## config.mk

```make
export PLATFORM = sky130hd
export DESIGN_NAME = updown_counter_mod_flat
export DESIGN_NICKNAME = d
export VERILOG_FILES = /design/src/rtl/updown_counter_if.sv /design/src/rtl/updown_counter_mod.sv /design/src/flat_wrapper.sv
export SDC_FILE = /design/constraint.sdc
export NUM_CORES = 1
export LEC_CHECK = 0
export BUFFER_PORTS_ARGS = -buffer_cell sky130_fd_sc_hd__buf_2
export CAP_MARGIN = 20
export CORE_AREA = 2 2 56 58
export CTS_CLUSTER_SIZE = 12
export DETAILED_ROUTE_END_ITERATION = 8
export DIE_AREA = 0 0 58 60
export GPL_TIMING_DRIVEN = 0
export PLACE_DENSITY = 0.69
export SLEW_MARGIN = 20
export SYNTH_ARGS = -nofsm -noshare
export SYNTH_HDL_FRONTEND = slang
export SYNTH_SLANG_ARGS = --single-unit
```

## constraint.sdc

```tcl
create_clock -name clk -period 2.82 [get_ports clk]
set_input_delay 0.282 -clock clk [delete_from_list [all_inputs] [get_ports clk]]
set_output_delay 0.282 -clock clk [all_outputs]
set_load 0.01 [all_outputs]
```

## src/rtl/updown_counter_if.sv

```systemverilog
// Control/status bundle for updown_counter_mod.
// Ports: master drives clr, enable, direction, step, load, load_val and flag_clr,
//        and reads count, ovf, unf and sticky_evt; slave is the counter side.
interface updown_counter_if #(
  parameter int unsigned WIDTH = 8
);
  logic             clr;
  logic             enable;
  logic             direction;
  logic [WIDTH-1:0] step;
  logic             load;
  logic [WIDTH-1:0] load_val;
  logic             flag_clr;
  logic [WIDTH-1:0] count;
  logic             ovf;
  logic             unf;
  logic             sticky_evt;

  modport master (
    output clr, enable, direction, step, load, load_val, flag_clr,
    input  count, ovf, unf, sticky_evt
  );

  modport slave (
    input  clr, enable, direction, step, load, load_val, flag_clr,
    output count, ovf, unf, sticky_evt
  );
endinterface

```

## src/rtl/updown_counter_mod.sv

```systemverilog
// Parametrised up/down counter with prescaler, wrap or saturate mode,
// sync clear, parallel load, overflow/underflow pulses and a sticky event flag.
// Ports: clk, rst (async, active-high); bus (slave) carries the controls
//        clr/load/enable/direction/step/load_val/flag_clr and the registered
//        outputs count/ovf/unf/sticky_evt.
module updown_counter_mod #(
  parameter int unsigned WIDTH    = 8,
  parameter int unsigned MAX_VAL  = (2**WIDTH) - 1,
  parameter bit          SATURATE = 1'b0,
  parameter int unsigned PRESCALE = 1
) (
  input  logic             clk,
  input  logic             rst,
  updown_counter_if.slave  bus
);

  localparam int unsigned    EW      = WIDTH + 1;
  localparam logic [WIDTH:0] MAX_EXT = EW'(MAX_VAL);
  localparam logic [WIDTH:0] MOD_EXT = MAX_EXT + EW'(1);
  localparam logic [WIDTH-1:0] MAX_W = WIDTH'(MAX_VAL);

  logic [WIDTH-1:0] count_q, count_d;
  logic             ovf_q, ovf_d;
  logic             unf_q, unf_d;
  logic             sticky_q, sticky_d;
  logic             tick_c;
  logic [WIDTH:0]   sum_c;
  logic [WIDTH:0]   wrap_up_c;
  logic [WIDTH:0]   wrap_dn_c;

  // Prescaler: tick on the PRESCALE-th enabled cycle; clr/load restart it.
  if (PRESCALE > 1) begin : g_pre
    localparam int unsigned PW = $clog2(PRESCALE);
    logic [PW-1:0] pre_q;

    assign tick_c = bus.enable && !bus.clr && !bus.load &&
                    (pre_q == PW'(PRESCALE - 1));

    always_ff @(posedge clk or posedge rst) begin
      if (rst) begin
        pre_q <= '0;
      end else if (bus.clr || bus.load) begin
        pre_q <= '0;
      end else if (bus.enable) begin
        pre_q <= tick_c ? '0 : pre_q + PW'(1);
      end
    end
  end else begin : g_nopre
    assign tick_c = bus.enable;
  end

  // Next count and event flags; priority clr > load > tick.
  always_comb begin
    count_d   = count_q;
    ovf_d     = 1'b0;
    unf_d     = 1'b0;
    sum_c     = {1'b0, count_q} + {1'b0, bus.step};
    wrap_up_c = sum_c - MOD_EXT;
    // count + modulus fits in WIDTH+1 bits because count <= MAX_VAL < 2**WIDTH
    wrap_dn_c = {1'b0, count_q} + MOD_EXT - {1'b0, bus.step};

    if (bus.clr) begin
      count_d = '0;
    end else if (bus.load) begin
      count_d = (bus.load_val > MAX_W) ? MAX_W : bus.load_val;
    end else if (tick_c) begin
      if (bus.direction) begin
        if (sum_c > MAX_EXT) begin
          ovf_d   = 1'b1;
          count_d = SATURATE ? MAX_W : wrap_up_c[WIDTH-1:0];
        end else begin
          count_d = sum_c[WIDTH-1:0];
        end
      end else begin
        if (bus.step > count_q) begin
          unf_d   = 1'b1;
          count_d = SATURATE ? '0 : wrap_dn_c[WIDTH-1:0];
        end else begin
          count_d = count_q - bus.step;
        end
      end
    end

    // set wins over a simultaneous flag_clr
    sticky_d = (sticky_q && !bus.flag_clr) || ovf_d || unf_d;
  end

  // Output registers.
  always_ff @(posedge clk or posedge rst) begin
    if (rst) begin
      count_q  <= '0;
      ovf_q    <= 1'b0;
      unf_q    <= 1'b0;
      sticky_q <= 1'b0;
    end else begin
      count_q  <= count_d;
      ovf_q    <= ovf_d;
      unf_q    <= unf_d;
      sticky_q <= sticky_d;
    end
  end

  assign bus.count      = count_q;
  assign bus.ovf        = ovf_q;
  assign bus.unf        = unf_q;
  assign bus.sticky_evt = sticky_q;

endmodule

```

## src/flat_wrapper.sv

```systemverilog
// flat-port wrapper written by rule: the top's interface ports become plain ports
module updown_counter_mod_flat 
#(
  parameter int unsigned WIDTH    = 8,
  parameter int unsigned MAX_VAL  = (2**WIDTH) - 1,
  parameter bit          SATURATE = 1'b0,
  parameter int unsigned PRESCALE = 1
)
  (clk, rst, bus_clr, bus_enable, bus_direction, bus_step, bus_load, bus_load_val, bus_flag_clr, bus_count, bus_ovf, bus_unf, bus_sticky_evt);
  updown_counter_if #(.WIDTH(WIDTH)) bus_i ();
  input  logic clk;
  input  logic rst;
  input wire logic [$bits(bus_i.clr)-1:0] bus_clr;
  input wire logic [$bits(bus_i.enable)-1:0] bus_enable;
  input wire logic [$bits(bus_i.direction)-1:0] bus_direction;
  input wire logic [$bits(bus_i.step)-1:0] bus_step;
  input wire logic [$bits(bus_i.load)-1:0] bus_load;
  input wire logic [$bits(bus_i.load_val)-1:0] bus_load_val;
  input wire logic [$bits(bus_i.flag_clr)-1:0] bus_flag_clr;
  output wire logic [$bits(bus_i.count)-1:0] bus_count;
  output wire logic [$bits(bus_i.ovf)-1:0] bus_ovf;
  output wire logic [$bits(bus_i.unf)-1:0] bus_unf;
  output wire logic [$bits(bus_i.sticky_evt)-1:0] bus_sticky_evt;
  assign bus_i.clr = bus_clr;
  assign bus_i.enable = bus_enable;
  assign bus_i.direction = bus_direction;
  assign bus_i.step = bus_step;
  assign bus_i.load = bus_load;
  assign bus_i.load_val = bus_load_val;
  assign bus_i.flag_clr = bus_flag_clr;
  assign bus_count = bus_i.count;
  assign bus_ovf = bus_i.ovf;
  assign bus_unf = bus_i.unf;
  assign bus_sticky_evt = bus_i.sticky_evt;
  updown_counter_mod #(.WIDTH(WIDTH), .MAX_VAL(MAX_VAL), .SATURATE(SATURATE), .PRESCALE(PRESCALE)) u_core (.clk(clk), .rst(rst), .bus(bus_i));
endmodule
```

Word level (Yosys, flattened, before mapping) --
Index checks and enable logic that the tools add are counted.
Operators by class: magnitude comparators 3, mux-type cells 17, reduce and logical (&&, ||, !) cells 5, add/sub/neg operators 5
Operators by type and width (number):
- two-way mux 8 bit | 7
- subtractor 8 bit | 2
- two-way mux 1 bit | 10
- adder 8 x 8 -> 9 bit | 1
- > comparator 9 x 8 -> 1 bit (second input constant) | 1
- adder 8 x 1 -> 8 bit (second input constant) | 1
- > comparator 8 bit | 1
- > comparator 8 bit (second input constant) | 1
- subtractor 8 x 1 -> 8 bit (second input constant) | 1
- nonzero test 3 bit | 1
- logical OR 1 bit | 2
- logical AND 1 bit | 1
- zero test 1 bit | 1
Word-level totals: bits in registers 11, logic and storage cells 34, output and inout port bits 11, input port bits 23

Longest topological paths before layout --
Gate-level depths: netlist (run 1).
word-level depth 9, gate-level depth with buffers 9, gate-level depth less buffers 9

Worst setup path before layout (run 1) --
Ideal clock, no wire load.
path type reg-to-reg, from register u_core.count_q[0] (netlist: u_core.bus.count[0]), to register u_core.sticky_q (netlist: u_core.bus.sticky_evt), cell stages (with the launch flop) 10, data arrival time 2.111 ns, data required time 2.755 ns, path slack 0.645 ns, buffers on the path 0, setup time 0.065 ns, period minus slack after synthesis 2.175 ns, path through dfrtp_1 inv_1 ha_1 inv_1 fa_1 a21o_1 a221oi_2 o21bai_2 a2111oi_4 a211o_1
Between the ends: elaborated cells on any way between the ends 15, those cells by class add/sub: 1; order compare: 2; mux: 10; reduce/logical: 2
RTL lines:
- from (decl) | line updown_counter_mod.sv:22 | logic [WIDTH-1:0] count_q, count_d;
- from (signal assigned) | line updown_counter_mod.sv:96 | count_q <= count_d;
- > comparator 8 bit | line updown_counter_mod.sv:75 | if (bus.step > count_q) begin
- two-way mux 1 bit | line updown_counter_mod.sv:75
- two-way mux 1 bit | line updown_counter_mod.sv:67 | if (bus.direction) begin
- two-way mux 1 bit | line updown_counter_mod.sv:66 | end else if (tick_c) begin
- two-way mux 1 bit | line updown_counter_mod.sv:64 | end else if (bus.load) begin
- two-way mux 1 bit | line updown_counter_mod.sv:62 | if (bus.clr) begin
- net u_core.unf_d | line updown_counter_mod.sv:24 | logic unf_q, unf_d;
- logical OR 1 bit | line updown_counter_mod.sv:85 | sticky_d = (sticky_q && !bus.flag_clr) || ovf_d || unf_d;
- net u_core.sticky_d | line updown_counter_mod.sv:25 | logic sticky_q, sticky_d;
- to (signal assigned) | line updown_counter_mod.sv:99 | sticky_q <= sticky_d;
- to (decl) | line updown_counter_mod.sv:25
The timed path passes the listed nets, and every way through them passes these cells. A chain may end at the register's enable or synchronous reset.

Worst setup path after layout (run 1) --
Ends and elaborated chain as after synthesis.

==> results.json, run 1 <==
{
  "clock_network_latency_to_the_later_pin_of_the_worst_skew_pair_ns": 0.27,
  "drt-total-wl_um": 2920,
  "run_status": "finished, violations left",
  "primary_flip_flop_cell_chosen_by_synthesis_mapping": "sky130_fd_sc_hd__dfrtp_1",
  "internal_power_mw": 0.329,
  "clk_root_buffer_cell": "sky130_fd_sc_hd__clkbuf_4",
  "critical_path_peak_fanout": 3,
  "cts.repair.resized": 0,
  "filler_cells": 286,
  "syn-mean-instance-area_sq_um": 8.70,
  "grt_start_max_net_pins": 12,
  "share_clk_of_total_power_pct": 20.5,
  "yosysSeqAreaShare_pct": 21.8,
  "final_hold_viol_count": 11,
  "switchingPower_mw": 0.194,
  "peakVddDrop_v": 0.000262,
  "finalClockSkew_ns": 0.00143,
  "layout-drive-gt1-share_pct": 26.5,
  "worst_max_slew_margin_expressed_relative_to_the_limit_pct": 60.5,
  "startpoint": "u_core.bus.count[0]$_DFFE_PP0P_",
  "hold_ws_ns": -0.00867,
  "overall_die_height_um": 60,
  "gp_congestion": 0.840,
  "floorplan.die_area_sq_mm": 0.00348,
  "global_route.usage.total_pct": 18.7,
  "power.share.switching_pct": 37.1,
  "post_drt_via_cell_ratio": 5.44,
  "start_util_pct": 43.4,
  "clock_period_minus_worst_slack_ns": 2.35,
  "finalNetCount": 223,
  "synth.net_count": 186,
  "drt-pass1-iter-count": 4,
  "synth_area_sq_mm": 0.00126,
  "h_tree_levels": 1,
  "finalCritPeriodShare_pct": 83.2,
  "setup_total_negative_slack_ns": 0,
  "place.port_buffers": 32,
  "diodes": 0,
  "die_x_um": 58,
  "cts_tree": "done",
  "postCtsSetupBuffers": 0,
  "max_freq_ghz": 0.426,
  "synth_edf_count": 0,
  "worst_hold_path_type": "input pin to asynchronous set/reset pin",
  "path_class": "register to register",
  "drtAntennaViolNets": 0,
  "cts.sinks": 11,
  "power.sequential.fraction_pct": 35.2,
  "violated_checks": "hold timing",
  "tritoncts.num_buffers": 3,
  "critical_path_required_ns": 3.03,
  "worst_setup_hold_path_clk_slew_ns": 0.07,
  "rsz0062_at_grt": "no",
  "pwr-share-comb_pct": 44.3,
  "cap_violations": 0,
  "cp-start-kind": "register",
  "via_count": 1165,
  "grt_antenna_before_repair": 0,
  "slew_viol_final": 0,
  "yosys_warnings": 0,
  "timing.final.setup_violations": 0,
  "p_leak_nw": 0.783,
  "initial_drt_markers": 15,
  "routedWlPerCell_um": 13.6,
  "r2r_end": "u_core.bus.sticky_evt$_DFF_PP0_",
  "syn-instance-count": 145,
  "power.total_mw": 0.523,
  "num_rows": 20,
  "worst_reg_to_reg_setup_slack_ns": 0.47,
  "drc_errors": 0,
  "reg2reg_depth": 9,
  "critical_path.reg2reg.startpoint": "u_core.bus.count[0]$_DFFE_PP0P_",
  "global_route_wire_length_before_repair_um": 5060,
  "flow.area_growth_from_synthesis_pct": 18.1,
  "arrival_ns": 2.56,
  "grt_overflow_total": 0,
  "first_global_vias": 1145,
  "synth.distinct_cells": 49,
  "worst_slew_pin_slew_ns": 0.592,
  "ys_async_sr_fraction_pct": 100,
  "place_hpwl_um": 2390,
  "clk_path_buf_depth": 2,
  "worst_setup_path_end_kind": "register",
  "cts_hold_repair.buffers": 0,
  "p_per_area_mw_per_mm2": 351,
  "pin_count": 34,
  "core_sq_mm": 0.00290,
  "ys_seq_elements": 11
}
-- synthesized netlist by cell type (2+ instances only) --
master	number	area [sq um]
sky130_fd_sc_hd__ha_1	16	200
sky130_fd_sc_hd__inv_1	16	60.1
sky130_fd_sc_hd__nor2_1	13	48.8
sky130_fd_sc_hd__dfrtp_1	11	275
sky130_fd_sc_hd__a21oi_1	10	50.1
sky130_fd_sc_hd__nand2_1	6	22.5
sky130_fd_sc_hd__clkbuf_1	4	15.0
sky130_fd_sc_hd__nor2b_1	4	25.0
sky130_fd_sc_hd__nand3b_1	3	22.5
sky130_fd_sc_hd__nor3_1	3	15.0
sky130_fd_sc_hd__o21ai_0	3	15.0
sky130_fd_sc_hd__o21bai_1	3	22.5
sky130_fd_sc_hd__xnor2_1	3	26.3
sky130_fd_sc_hd__a2111oi_0	2	17.5
sky130_fd_sc_hd__a211o_1	2	17.5
sky130_fd_sc_hd__a21boi_0	2	15.0
sky130_fd_sc_hd__a21o_1	2	15.0
sky130_fd_sc_hd__a22oi_1	2	15.0
sky130_fd_sc_hd__a31oi_1	2	12.5
sky130_fd_sc_hd__a41o_1	2	20.0
sky130_fd_sc_hd__and3_1	2	12.5
sky130_fd_sc_hd__buf_2	2	10.0
sky130_fd_sc_hd__fa_1	2	40.0
sky130_fd_sc_hd__mux2_2	2	22.5
sky130_fd_sc_hd__mux2i_1	2	20.0
sky130_fd_sc_hd__o21bai_2	2	22.5
sky130_fd_sc_hd__or2_2	2	12.5
-- logic make-up after synthesis --
logic type	synth area share, %
compound gates	30.0
xor+xnor	2.08
fa+ha+maj	19.0
buf+inv	7.64
flops	21.8
mux	3.37
simple gates	16.1
-- cell usage in the layout, fill, tap and decap left out, drive strengths merged, types with 2 or more instances in the layout --
master,count
a21boi,2
or2,2
o21bai,5
nor3,3
clkbuf,8
and3,2
dfrtp,11
xnor2,3
a22oi,2
fa,2
nand3b,3
mux2i,2
a221oi,2
a21oi,10
ha,16
a2111oi,3
a21o,2
mux2,2
o21ai,4
a211o,2
a31oi,2
nor2,13
a41o,2
inv,16
o211ai,2
nor2b,4
nand2,6
buf,35
-- through the flow --
stage | worst slack (ns) | cells | utilization (%) | hold WS (ns) | instance area (sq um)
3_5_place_dp | 0.484 | 210 | 50.4 | 0.299 | 1460
5_1_grt | 0.328 | 214 | 51.3 | 0.0376 | 1490
2_1_floorplan | 0.645 | 145 | - | 0.134 | 1260
6_report | 0.473 | 214 | 51.3 | -0.00867 | 1490
3_3_place_gp | 0.523 | 210 | 50.4 | 0.286 | 1460
4_1_cts | 0.466 | 214 | 51.3 | 0.00525 | 1490
-- power groups by stage --
stage / Sequential, mW / Combinational [mW] / Clock (mW)
global placement: 0.186 / 0.226 / 0
floorplan: 0.190 / 0.160 / 0
detailed placement: 0.187 / 0.231 / 0
finish: 0.184 / 0.231 / 0.107
CTS: 0.184 / 0.232 / 0.110
global route: 0.186 / 0.261 / 0.114
-- state kept, by name (all words and copies together) (netlist names) --
| signal | count |
|---|---|
| u_core.bus.sticky_evt | 1 |
| u_core.bus.count | 8 |
| u_core.bus.ovf | 1 |
| u_core.bus.unf | 1 |
-- critical path, cell delays in order, from the launching register on --
cell and delay (ns):
sky130_fd_sc_hd__dfrtp_1 0.40, sky130_fd_sc_hd__inv_1 0.08, sky130_fd_sc_hd__ha_1 0.18, sky130_fd_sc_hd__inv_1 0.06, sky130_fd_sc_hd__fa_1 0.38, sky130_fd_sc_hd__a21o_1 0.22, sky130_fd_sc_hd__a221oi_2 0.32, sky130_fd_sc_hd__o21bai_2 0.11
sky130_fd_sc_hd__a2111oi_4 0.40, sky130_fd_sc_hd__a211o_1 0.14
-- worst max-delay path by stage --
stage                     slack, ns  cells after the start                         endpoint
final                          0.47                      9  u_core.bus.sticky_evt$_DFF_PP0_
after CTS                      0.47                      9  u_core.bus.sticky_evt$_DFF_PP0_
after detailed placement       0.48                      9  u_core.bus.sticky_evt$_DFF_PP0_
after floorplan                0.64                      9  u_core.bus.sticky_evt$_DFF_PP0_
after global placement         0.52                      9  u_core.bus.sticky_evt$_DFF_PP0_
after global routing           0.33                      9  u_core.bus.sticky_evt$_DFF_PP0_
-- layout make-up --
| class | count | area (sq um) | area share (%) |
|---|---|---|---|
| tap | 33 | 41.3 | 2.77 |
| buffer | 7 | 36.3 | 2.44 |
| clock buffer | 4 | 26.3 | 1.76 |
| sequential | 11 | 275 | 18.5 |
| timing repair buffer | 32 | 160 | 10.8 |
| multi-input combinational | 111 | 890 | 59.7 |
| inverter | 16 | 60.1 | 4.03 |
-- layer usage --
| layer | global-route usage, % | part of all wire, % | vias to the layer above |
|---|---|---|---|
| met5 | 0 | 0 | - |
| met4 | 8.64 | 1.9 | 0 |
| met3 | 1.95 | 4.4 | 7 |
| met2 | 30.7 | 46 | 30 |
| met1 | 24.7 | 47 | 532 |
| li1 | - | - | 596 |
(Power assumes the default switching activity.)
==> run 2, diff against run 1 <==
--- a/config.mk
+++ b/config.mk
@@ -12,7 +12,7 @@
 export DETAILED_ROUTE_END_ITERATION = 8
 export DIE_AREA = 0 0 58 60
 export GPL_TIMING_DRIVEN = 0
-export PLACE_DENSITY = 0.69
+export PLACE_DENSITY = 0.71
 export SLEW_MARGIN = 20
 export SYNTH_ARGS = -nofsm -noshare
 export SYNTH_HDL_FRONTEND = slang
==> constraint.sdc (replaced) <==
create_clock -name clk -period 2.1 [get_ports clk]
set_input_delay 0.21 -clock clk [delete_from_list [all_inputs] [get_ports clk]]
set_output_delay 0.21 -clock clk [all_outputs]
set_load 0.01 [all_outputs]
==> run 2 against run 1 <==
The run ends with setup timing left. Sequential share of layout area fell by 1.6 points. Count of clock-buffer cells in the layout did not move. Utilization is 5.2 points higher. Highest routed layer unchanged. Cell count grew 3.3%. Global-route usage increased by 0.74 points. Clock skew increased by 0.00091 ns. Via count up 7.3%. Non-clock buffer count increased by 7.
==> results.json, run 2 (synthesis results as in run 1) <==
{
  "timing.final.ws_setup_ns": -0.0792,
  "via_count": 1250,
  "global_route.usage.total_pct": 19.4,
  "tritoncts.num_buffers": 3,
  "initial_drt_markers": 19,
  "arrival_ns": 2.32,
  "grt_start_max_net_pins": 12,
  "first_global_vias": 1224,
  "critical_path_peak_fanout": 3,
  "worst_max_slew_margin_expressed_relative_to_the_limit_pct": 70.8,
  "global_route_wire_length_before_repair_um": 5300,
  "worst_hold_path_type": "input pin to register",
  "drc_errors": 0,
  "place_hpwl_um": 2510,
  "floorplan.die_area_sq_mm": 0.00348,
  "clock_network_latency_to_the_later_pin_of_the_worst_skew_pair_ns": 0.26,
  "drtAntennaViolNets": 0,
  "path_class": "register to register",
  "registers.top_by_ff_count": "u_core.bus.count",
  "worst_reg_to_reg_setup_slack_ns": -0.08,
  "start_util_pct": 43.4,
  "max_freq_ghz": 0.459,
  "peakVddDrop_v": 0.000355,
  "drt-pass1-iter-count": 4,
  "grt_overflow_total": 0,
  "core_sq_mm": 0.00290,
  "place.detailed.instances": 210,
  "die_x_um": 58,
  "finalCritPeriodShare_pct": 104,
  "power.sequential.fraction_pct": 33.2,
  "final_hold_viol_count": 0,
  "worst_slew_pin_slew_ns": 0.437,
  "critical_path_required_ns": 2.24,
  "clk_path_buf_depth": 2,
  "routedWlPerCell_um": 14.4,
  "mostFrequentLayoutCell": "sky130_fd_sc_hd__buf_2",
  "cp-start-kind": "register",
  "instances_no_fill": 221,
  "pin_count": 34,
  "place_worst_setup_slack_ns": -0.156,
  "clk_root_buffer_cell": "sky130_fd_sc_hd__clkbuf_4",
  "worst_setup_path_end_kind": "register",
  "drt-total-wl_um": 3170,
  "power.share.switching_pct": 36.8,
  "layout-drive-gt1-share_pct": 38.3,
  "diodes": 0,
  "cts.sinks": 11,
  "violated_checks": "setup timing",
  "slew_viol_final": 0,
  "grt_antenna_before_repair": 0,
  "overall_die_height_um": 60,
  "layout_common_cells": "sky130_fd_sc_hd__buf_2 (34), sky130_fd_sc_hd__inv_1 (14), sky130_fd_sc_hd__nor2_1 (13), sky130_fd_sc_hd__ha_1 (13), sky130_fd_sc_hd__dfrtp_1 (10)",
  "h_tree_levels": 1,
  "worst_setup_hold_path_clk_slew_ns": 0.06,
  "clock_period_minus_worst_slack_ns": 2.18,
  "gp_congestion": 0.822,
  "internal_power_mw": 0.474,
  "place.port_buffers": 32,
  "num_rows": 20,
  "switchingPower_mw": 0.276,
  "finalClockSkew_ns": 0.00234,
  "cts_tree": "done",
  "p_leak_nw": 0.823,
  "flow.area_growth_from_synthesis_pct": 30.0,
  "filler_cells": 259,
  "largest_register_ffs": 8,
  "rsz0062_at_grt": "yes",
  "timing.final.setup_violations": 2,
  "power.total_mw": 0.751,
  "finalNetCount": 230,
  "run_status": "finished, violations left",
  "p_per_area_mw_per_mm2": 458,
  "cap_violations": 0,
  "post_drt_via_cell_ratio": 5.66,
  "share_clk_of_total_power_pct": 17.7,
  "pwr-share-comb_pct": 49.1
}
run 2: changes by cell type in the layout (fill, tap and decap cells not counted), sizes merged:
cell,delta
buf,+6
dlygate4sd3,+1
run 2: what timing repair did:
action,in CTS,in global routing
pin swaps,9,11
endpoints found under the hold margin,11,0
hold buffers,1,0
endpoints found under the setup margin,7,6
setup buffers,2,4
resized for setup,11,13
gates cloned,0,0
run 2: power by group through the flow:
stage | combinational [mW] | sequential (mW) | clock (mW)
after global placement | 0.303 | 0.250 | 0
after floorplan | 0.215 | 0.255 | 0
after detailed placement | 0.311 | 0.252 | 0
final | 0.369 | 0.249 | 0.133
after global routing | 0.407 | 0.251 | 0.153
after CTS | 0.335 | 0.248 | 0.142
run 2: critical path: stages (launching register included):
cell	delay, ns
sky130_fd_sc_hd__dfrtp_1	0.40
sky130_fd_sc_hd__ha_2	0.21
sky130_fd_sc_hd__fa_2	0.34
sky130_fd_sc_hd__nor2b_2	0.18
sky130_fd_sc_hd__o21ai_2	0.19
sky130_fd_sc_hd__a31oi_1	0.11
sky130_fd_sc_hd__o311a_1	0.37
sky130_fd_sc_hd__a211o_1	0.27
run 2: metal layers:
layer / vias up / track usage [%] / routed length, um
met5: - / 0 / 0
met4: 0 / 6.64 / 33
met3: 4 / 1.52 / 123
met2: 26 / 35.4 / 1600
met1: 607 / 24.0 / 1410
li1: 613 / - / -
run 2: final cells by class:
class / count / area, sq um / share of cell area, %
Multi-Input combinational cell: 111 / 983 / 60.0
Sequential cell: 11 / 277 / 16.9
Timing Repair Buffer: 39 / 215 / 13.1
Inverter: 16 / 60.1 / 3.66
Tap cell: 33 / 41.3 / 2.52
Buffer: 7 / 36.3 / 2.21
Clock buffer: 4 / 26.3 / 1.60
run 2: stage by stage:
step           utilization, %  setup TNS, ns  hold WS, ns  area (sq um)
4_1_cts                  53.6         -0.269        0.183          1560
2_1_floorplan               -              0       0.0624          1260
3_5_place_dp             50.5         -0.582        0.215          1470
5_1_grt                  56.5         -0.361        0.202          1640
6_report                 56.5         -0.106        0.189          1640
3_3_place_gp             50.5         -0.227        0.211          1470
run 2: worst paths after layout:
| check | depth (start not counted) | from | endpoint |
|---|---|---|---|
| setup / recovery | 7 | u_core.bus.count[0]$_DFFE_PP0P_ | u_core.bus.sticky_evt$_DFF_PP0_ |
| hold / removal | 3 | bus_load_val[3] | u_core.bus.count[3]$_DFFE_PP0P_ |
| min in group asynchronous | 3 | rst | u_core.bus.count[4]$_DFFE_PP0P_ |
| setup reg to reg | 7 | u_core.bus.count[0]$_DFFE_PP0P_ | u_core.bus.sticky_evt$_DFF_PP0_ |
| max in group asynchronous | 3 | rst | u_core.bus.count[1]$_DFFE_PP0P_ |
| hold reg to reg | 1 | u_core.bus.sticky_evt$_DFF_PP0_ | u_core.bus.sticky_evt$_DFF_PP0_ |
